File: config.mk
export PLATFORM = sky130hd
export DESIGN_NAME = add_stream_core
export DESIGN_NICKNAME = d
export VERILOG_FILES = /design/src/rtl/add_stream_pkg.sv /design/src/rtl/add_stream_fifo.sv /design/src/rtl/add_stream_core.sv
export SDC_FILE = /design/constraint.sdc
export NUM_CORES = 1
export LEC_CHECK = 0
export ABC_AREA = 1
export CORE_UTILIZATION = 43
export DETAILED_ROUTE_END_ITERATION = 8
export SLEW_MARGIN = 20
export SYNTH_ARGS = -nofsm -noshare
export SYNTH_HDL_FRONTEND = slang
export SYNTH_SLANG_ARGS = --single-unit
File: constraint.sdc
create_clock -name clock -period 3.3 [get_ports clock]
set_clock_uncertainty 0.15 [all_clocks]
set_input_delay 0.66 -clock clock [delete_from_list [all_inputs] [get_ports clock]]
set_output_delay 0.66 -clock clock [all_outputs]
set_load 0.02 [all_outputs]
File: src/rtl/add_stream_pkg.sv
// Shared constants, types and helpers for the streaming adder slice.
package add_stream_pkg;

  localparam int ADD_DATA_WIDTH = 8;

  typedef logic [ADD_DATA_WIDTH:0] add_sum_t;

  // One extra bit so the count can hold DEPTH itself, not just DEPTH-1.
  function automatic int fifo_count_width(input int depth);
    return $clog2(depth) + 1;
  endfunction

endpackage

File: src/rtl/add_stream_fifo.sv
// Synchronous FIFO holding finished sums until the consumer takes them.
module add_stream_fifo
  import add_stream_pkg::*;
#(
  parameter int WIDTH = ADD_DATA_WIDTH + 1,
  parameter int DEPTH = 4
) (
  input  logic                               clock,
  input  logic                               reset,
  input  logic                               push,
  input  logic                               pop,
  input  logic [WIDTH-1:0]                   din,
  output logic [WIDTH-1:0]                   head,
  output logic                               full,
  output logic                               empty,
  output logic [fifo_count_width(DEPTH)-1:0] count
);

  localparam int PW = $clog2(DEPTH);
  localparam int CW = fifo_count_width(DEPTH);

  logic [WIDTH-1:0] mem [DEPTH];
  logic [PW-1:0]    wr_ptr;
  logic [PW-1:0]    rd_ptr;
  logic             do_push;
  logic             do_pop;

  assign empty   = (count == '0);
  assign full    = (count == CW'(DEPTH));
  assign do_pop  = pop & ~empty;
  assign do_push = push & (~full | do_pop);
  assign head    = mem[rd_ptr];

  // Pointers wrap naturally because DEPTH is a power of two.
  always_ff @(posedge clock or posedge reset) begin
    if (reset) begin
      for (int i = 0; i < DEPTH; i++) begin
        mem[i] <= '0;
      end
      wr_ptr <= '0;
      rd_ptr <= '0;
      count  <= '0;
    end else begin
      if (do_push) begin
        mem[wr_ptr] <= din;
        wr_ptr      <= wr_ptr + PW'(1);
      end
      if (do_pop) begin
        rd_ptr <= rd_ptr + PW'(1);
      end
      count <= count + CW'(do_push) - CW'(do_pop);
    end
  end

endmodule

File: src/rtl/add_stream_core.sv
// Two-stage unsigned adder with a credit-gated input and a buffered output.
module add_stream_core
  import add_stream_pkg::*;
#(
  parameter int DATA_WIDTH = ADD_DATA_WIDTH,
  parameter int FIFO_DEPTH = 4,
  parameter int CNT_WIDTH  = 16
) (
  input  logic                  clock,
  input  logic                  reset,
  input  logic                  in_valid,
  output logic                  in_ready,
  input  logic [DATA_WIDTH-1:0] in_a,
  input  logic [DATA_WIDTH-1:0] in_b,
  output logic                  out_valid,
  input  logic                  out_ready,
  output logic [DATA_WIDTH:0]   out_sum,
  output logic [CNT_WIDTH-1:0]  txn_count
);

  localparam int CW = fifo_count_width(FIFO_DEPTH);

  logic [DATA_WIDTH-1:0] s1_a;
  logic [DATA_WIDTH-1:0] s1_b;
  logic                  s1_valid;
  logic [DATA_WIDTH:0]   s2_sum;
  logic                  s2_valid;
  logic                  in_xfer;
  logic                  out_xfer;
  logic                  fifo_empty;
  logic                  fifo_full_unused;
  logic [CW-1:0]         fifo_count;
  logic [CW-1:0]         count_next;
  logic [CW:0]           occupancy_next;

  assign in_xfer   = in_valid & in_ready;
  assign out_valid = ~fifo_empty;
  assign out_xfer  = out_valid & out_ready;

  // Every operand in flight already owns a FIFO slot, so stage 2 never stalls.
  assign count_next     = fifo_count + CW'(s2_valid) - CW'(out_xfer);
  assign occupancy_next = {1'b0, count_next} + (CW+1)'(s1_valid) + (CW+1)'(in_xfer);

  add_stream_fifo #(
    .WIDTH (DATA_WIDTH + 1),
    .DEPTH (FIFO_DEPTH)
  ) u_fifo (
    .clock (clock),
    .reset (reset),
    .push  (s2_valid),
    .pop   (out_ready),
    .din   (s2_sum),
    .head  (out_sum),
    .full  (fifo_full_unused),
    .empty (fifo_empty),
    .count (fifo_count)
  );

  always_ff @(posedge clock or posedge reset) begin
    if (reset) begin
      s1_a      <= '0;
      s1_b      <= '0;
      s1_valid  <= 1'b0;
      s2_sum    <= '0;
      s2_valid  <= 1'b0;
      in_ready  <= 1'b0;
      txn_count <= '0;
    end else begin
      s1_valid <= in_xfer;
      if (in_xfer) begin
        s1_a <= in_a;
        s1_b <= in_b;
      end
      s2_valid <= s1_valid;
      if (s1_valid) begin
        s2_sum <= {1'b0, s1_a} + {1'b0, s1_b};
      end
      in_ready <= (occupancy_next < (CW+1)'(FIFO_DEPTH));
      if (out_xfer) begin
        txn_count <= txn_count + CNT_WIDTH'(1);
      end
    end
  end

endmodule

# Word level (Yosys, flattened, before mapping)
# Cells that the tools add are included.
# totals
reg_bits	87
inputBits	20
output_inout_bits	27
wordCells	45
# classes
addsub	10
magnitude_cmp	4
n_eq_ne	1
muxes	6
bitwise_logic	8
n_reduce_logical	2
# ops
cell	count
36-bit bitwise mux	1
9-bit two-way mux	3
9-bit binary-select mux with 2-bit select	1
9-bit demux with 2-bit select	1
16-bit by 1-bit adder with 16-bit output, second input constant	1
8-bit by 8-bit adder with 9-bit output	1
3-bit by 1-bit adder with 3-bit output	2
3-bit >= comparator, second input constant	2
2-bit inverter with 3-bit output	2
3-bit by 1-bit subtractor with 3-bit output	2
2-bit by 1-bit adder with 2-bit output, second input constant	2
3-bit by 1-bit adder with 4-bit output	1
4-bit by 1-bit adder with 4-bit output	1
4-bit by 3-bit less-than comparator with 1-bit output, second input constant	1
1-bit AND	3
3-bit equality test, second input constant	1
3-bit logical NOT	1
3-bit by 1-bit less-than comparator with 1-bit output, second input constant	1
1-bit inverter	2
1-bit logical AND	1
1-bit bitwise OR	1

# Depth between registers and ports, before layout
# depth
word_depth	7
mapped_depth	10

# Modules after synthesis
# From an unflattened synthesis, not the netlist that was laid out.
# hier_totals
hier_cells	531
area_unflattened_um2	4489.3
# modules_own_cells
module	n_inst	cells_each	area_each_um2
add_stream_core	1	276	2296.0
add_stream_fifo	1	255	2193.4

# Worst setup path before layout
# Ideal clock, no wire load.
# synth_path
kind	input -> register
from	in out_ready
to	reg in_ready
setup_ns	0.130
arrival_time_ns	2.033
required_time_ns	3.020
slack_ns	0.987
cell_stages	9
n_path_buf	0
cell_sequence	inv_2 > a21oi_2 > ha_1 > inv_1 > ha_1 > inv_1 > fa_1 > o22ai_1 > a21oi_1
# synth_between
elab_chain_len	5
# synth_rtl
element	line	source
from (decl)	add_stream_core.sv:16	input logic out_ready,
1-bit AND	add_stream_core.sv:38	assign out_xfer = out_valid & out_ready;
net out_xfer	add_stream_core.sv:29	logic out_xfer;
3-bit by 1-bit subtractor with 3-bit output	add_stream_core.sv:41	assign count_next = fifo_count + CW'(s2_valid) - CW'(out_xfer);
3-bit by 1-bit adder with 4-bit output	add_stream_core.sv:42	assign occupancy_next = {1'b0, count_next} + (CW+1)'(s1_valid) + (CW+1)'(in_xfer);
4-bit by 1-bit adder with 4-bit output	add_stream_core.sv:42	
4-bit by 3-bit less-than comparator with 1-bit output	add_stream_core.sv:78	in_ready <= (occupancy_next < (CW+1)'(FIFO_DEPTH));
to (signal assigned)	add_stream_core.sv:78	
to (decl)	add_stream_core.sv:12	output logic in_ready,
# The timed path passes the listed nets, and every way through them passes these cells.
# A chain may end at the register's enable or synchronous reset.

# Worst setup path in the final report
# layout_path
from	reg u_fifo.rd_ptr[0]
to	out out_sum[7]
# layout_between
elab_chain_len	4
# layout_rtl
element	line	source
from (decl)	add_stream_fifo.sv:24	logic [PW-1:0] rd_ptr;
from (signal assigned)	add_stream_fifo.sv:49	rd_ptr <= rd_ptr + PW'(1);
2-bit inverter with 3-bit output (not written as such)	add_stream_fifo.sv:32	assign head = mem[rd_ptr];
9-bit binary-select mux with 2-bit select	add_stream_fifo.sv:32	
9-bit two-way mux (not written as such) (2 in series)	add_stream_fifo.sv:32	
to (decl)	add_stream_core.sv:17	output logic [DATA_WIDTH:0] out_sum,
# No other way between the ends. The select of a mux whose other input is x is not followed.

==> flow_summary.toml <==
[worst_setup_path]
path_max_fanout = 19
cp-end-kind = "output pin"
depth_of_the_worst_register_to_register_path = 9
path_type_of_the_worst_setup_path = "register to output pin"
crit-reg2reg-capture = "in_ready"
crit_start = "u_fifo.rd_ptr[0]"
r2r_start = "u_fifo.count[1]"
cp_data_required_time_ns = 2.49
setup_crit_end = "out_sum[7]"
critPathLaunchType = "register"
worstPathCellList = "clkinv_1 -> o21ai_0 -> o22ai_1 -> clkdlybuf4s50_1"
worst_ep_arrival_time_ns = 2.18
cpMaxStageDelayCell = "sky130_fd_sc_hd__clkdlybuf4s50_1"
critical_path.max_stage_delay_ns = 0.56
r2r_setup_slack_ns = 1.06

[floorplan]
die_area_um2 = 10500
area_inside_the_core_boundary_um2 = 9770
boundaryPins = 47
die_y_um = 103
chipWidth_um = 103
initial_utilization_pct = 44.5
row_count = 36

[cts]
clock-sinks = 87
cts.clk_slew.worst_paths_ns = 0.08
cts-resized-gates = 0
tritoncts = "built"
cts-buffers-inserted = 9
cts-htree-levels = 3
cts_root_buf = "sky130_fd_sc_hd__clkbuf_8"
postCtsSetupRepairBufs = 0
max-clock-path-buffers = 2
insertion_delay_ns = 0.36
cts_hold_buf = 0

[place]
place_congestion = 0.811
dpl.hpwl_um = 6280
buffer_ports.inserted = 46
placement.setup.worst_slack_ns = 0.416

[run_status]
run_status = "finished clean"

[global_route]
grt_pass1_wl_um = 15300
global_route.overflow_total = 0
antenna_violations_before_repair = 0
grt_pass1_vias = 3149
grt_start_max_net_pins = 88
grt.total_usage_pct = 19.1

[power]
powerDensity_nw_per_um2 = 972
total_leakage_power_uw = 0.00246
vdd_drop_max_mv = 0.350

[route]
route.detailed.wl_per_inst_um = 13.0
drt_pre_antenna_iters = 4
drtAntennaViolNets = 0
detail_route.drc_violations = 0
wirelength_um = 9130
routed-via-count = 3422
drt_iter0_markers = 164
detail_route.vias_per_cell = 4.87

[logic_synthesis]
synth_fp_nets = 556
synth_area_leader_cell = "sky130_fd_sc_hd__dfrtp_1"
synth_top_cells_by_area = "sky130_fd_sc_hd__dfrtp_1 50%, sky130_fd_sc_hd__nand2_1 15%, sky130_fd_sc_hd__ha_1 4.9%, sky130_fd_sc_hd__o21ai_0 4.5%, sky130_fd_sc_hd__inv_1 4.2%"
seq_area_frac_synth_pct = 50.1
syn_area_um2 = 4350
synth_warnings = 0
ys_ff_latch = 87
post-synth-top-area-fraction_pct = 50.1
synthesis.instances = 516
synthDistinctLibCells = 30
synthesis.area_per_instance_um2 = 8.42

[timing]
setup_viol = 0
achievable-frequency_mhz = 335
fin_crit_sh_pct = 90.6
timing.final.hold_violations = 0
rsz_0062_raised_after_global_routing = "no"
finalWorstPathRequiredPeriod_ns = 2.99
max_slew_violations = 0
finalWorstSetupSlack_ns = 0.311
slew-limit-headroom_pct = 58.8
setup_total_negative_slack_ns = 0
worst_slew_pin_slew_ns = 0.617

[finish]
layout.cells.most_common = "sky130_fd_sc_hd__nand2_1"
drive_gt1_share_pct = 6.33
area_delta_synth_final_pct = 19.1
commonest_cells_after_routing_fill_and_taps_aside = "171 x sky130_fd_sc_hd__nand2_1, 87 x sky130_fd_sc_hd__dfrtp_1, 48 x sky130_fd_sc_hd__inv_1, 46 x sky130_fd_sc_hd__clkdlybuf4s50_1, 39 x sky130_fd_sc_hd__o21ai_0"
antennaDiodeCount = 0
nNetsFinal = 605

[hold_path]
hold_path.class = "register to register"

[flow_run]
cap_violations = 0
## where the power goes
part | internal (uW) | switching, uW
clock | 484 | 373
sequential | 1530 | 345
combinational | 963 | 1330
## routing by layer
layer,GRT usage [%],vias to the layer above,part of all wire (%)
met5,0,-,0
met4,7.69,0,1.4
met3,2.31,12,4.5
met2,29.6,81,45
met1,27.2,1584,49
li1,-,1745,-
## how the worst min path moves through the flow
stage	slack, ns	depth (start not counted)	to	startpoint
finish	0.34	1	u_fifo.mem[18]	u_fifo.mem[18]
global route	0.36	1	u_fifo.mem[11]	u_fifo.mem[11]
CTS	0.34	1	u_fifo.mem[18]	u_fifo.mem[18]
detailed placement	0.32	2	s1_a[2]	s1_a[2]
global placement	0.32	1	u_fifo.mem[10]	u_fifo.mem[10]
floorplan	0.20	0	s2_valid	s1_valid
## cell type report
cell class              count  area (um2)
clock inverters             3        65.1
fillers                   939        4600
flip-flops and latches     87        2180
multi-input cells         363        1890
repair buffers             52         518
clock buffers              12         165
well taps                 133         166
inverters                  52         196
## sequential cells by signal, summed over array words and instances, names as in the netlist
signal and count:
u_fifo.mem 36, txn_count 16, s2_sum 9, s1_a 8, s1_b 8, u_fifo.count 3, u_fifo.rd_ptr 2, u_fifo.wr_ptr 2
in_ready 1, s1_valid 1, s2_valid 1
## metrics by stage
step | instances | hold WS, ns | total power, uW | cell area, um2 | utilization (%)
floorplan | 516 | 0.202 | 3430 | 4350 | -
global placement | 687 | 0.319 | 4140 | 4950 | 50.6
detailed placement | 687 | 0.322 | 4200 | 4950 | 50.6
CTS | 702 | 0.343 | 5080 | 5180 | 53.0
global route | 702 | 0.359 | 5460 | 5180 | 53.0
finish | 702 | 0.337 | 5030 | 5180 | 53.0
## cells in the mapped netlist, drive strengths merged
cell / n
a211oi: 1
a21oi: 8
buf: 8
clkbuf: 6
clkinv: 2
dfrtp: 87
fa: 3
ha: 17
inv: 50
nand2: 173
nand3: 24
nand3b: 2
nand4: 5
nor2: 46
nor3: 1
o21a: 20
o21ai: 39
o22ai: 13
or2: 1
xnor2: 3
xor2: 7
## logic make-up (layout without fill, tap and decap cells)
| logic type | count (synthesis) | after routing | synth area share [%] |
|---|---|---|---|
| buffers and inverters | 66 | 119 | 6.45 |
| DFF | 87 | 87 | 50.1 |
| xor gates and xnor gates | 10 | 10 | 2.02 |
| adders and majority gates | 20 | 20 | 6.28 |
| and+or+nand+nor | 252 | 252 | 24.2 |
| AOI/OAI and AO/OA | 81 | 81 | 11.0 |
## worst max-delay path, delay by kind of cell, from the launching register on
family,cells,cell delay (ns)
buffers and inverters,2,0.99
DFF,1,0.35
AOI/OAI and AO/OA,2,0.48
No activity file was read; power rests on OpenSTA's default activity.
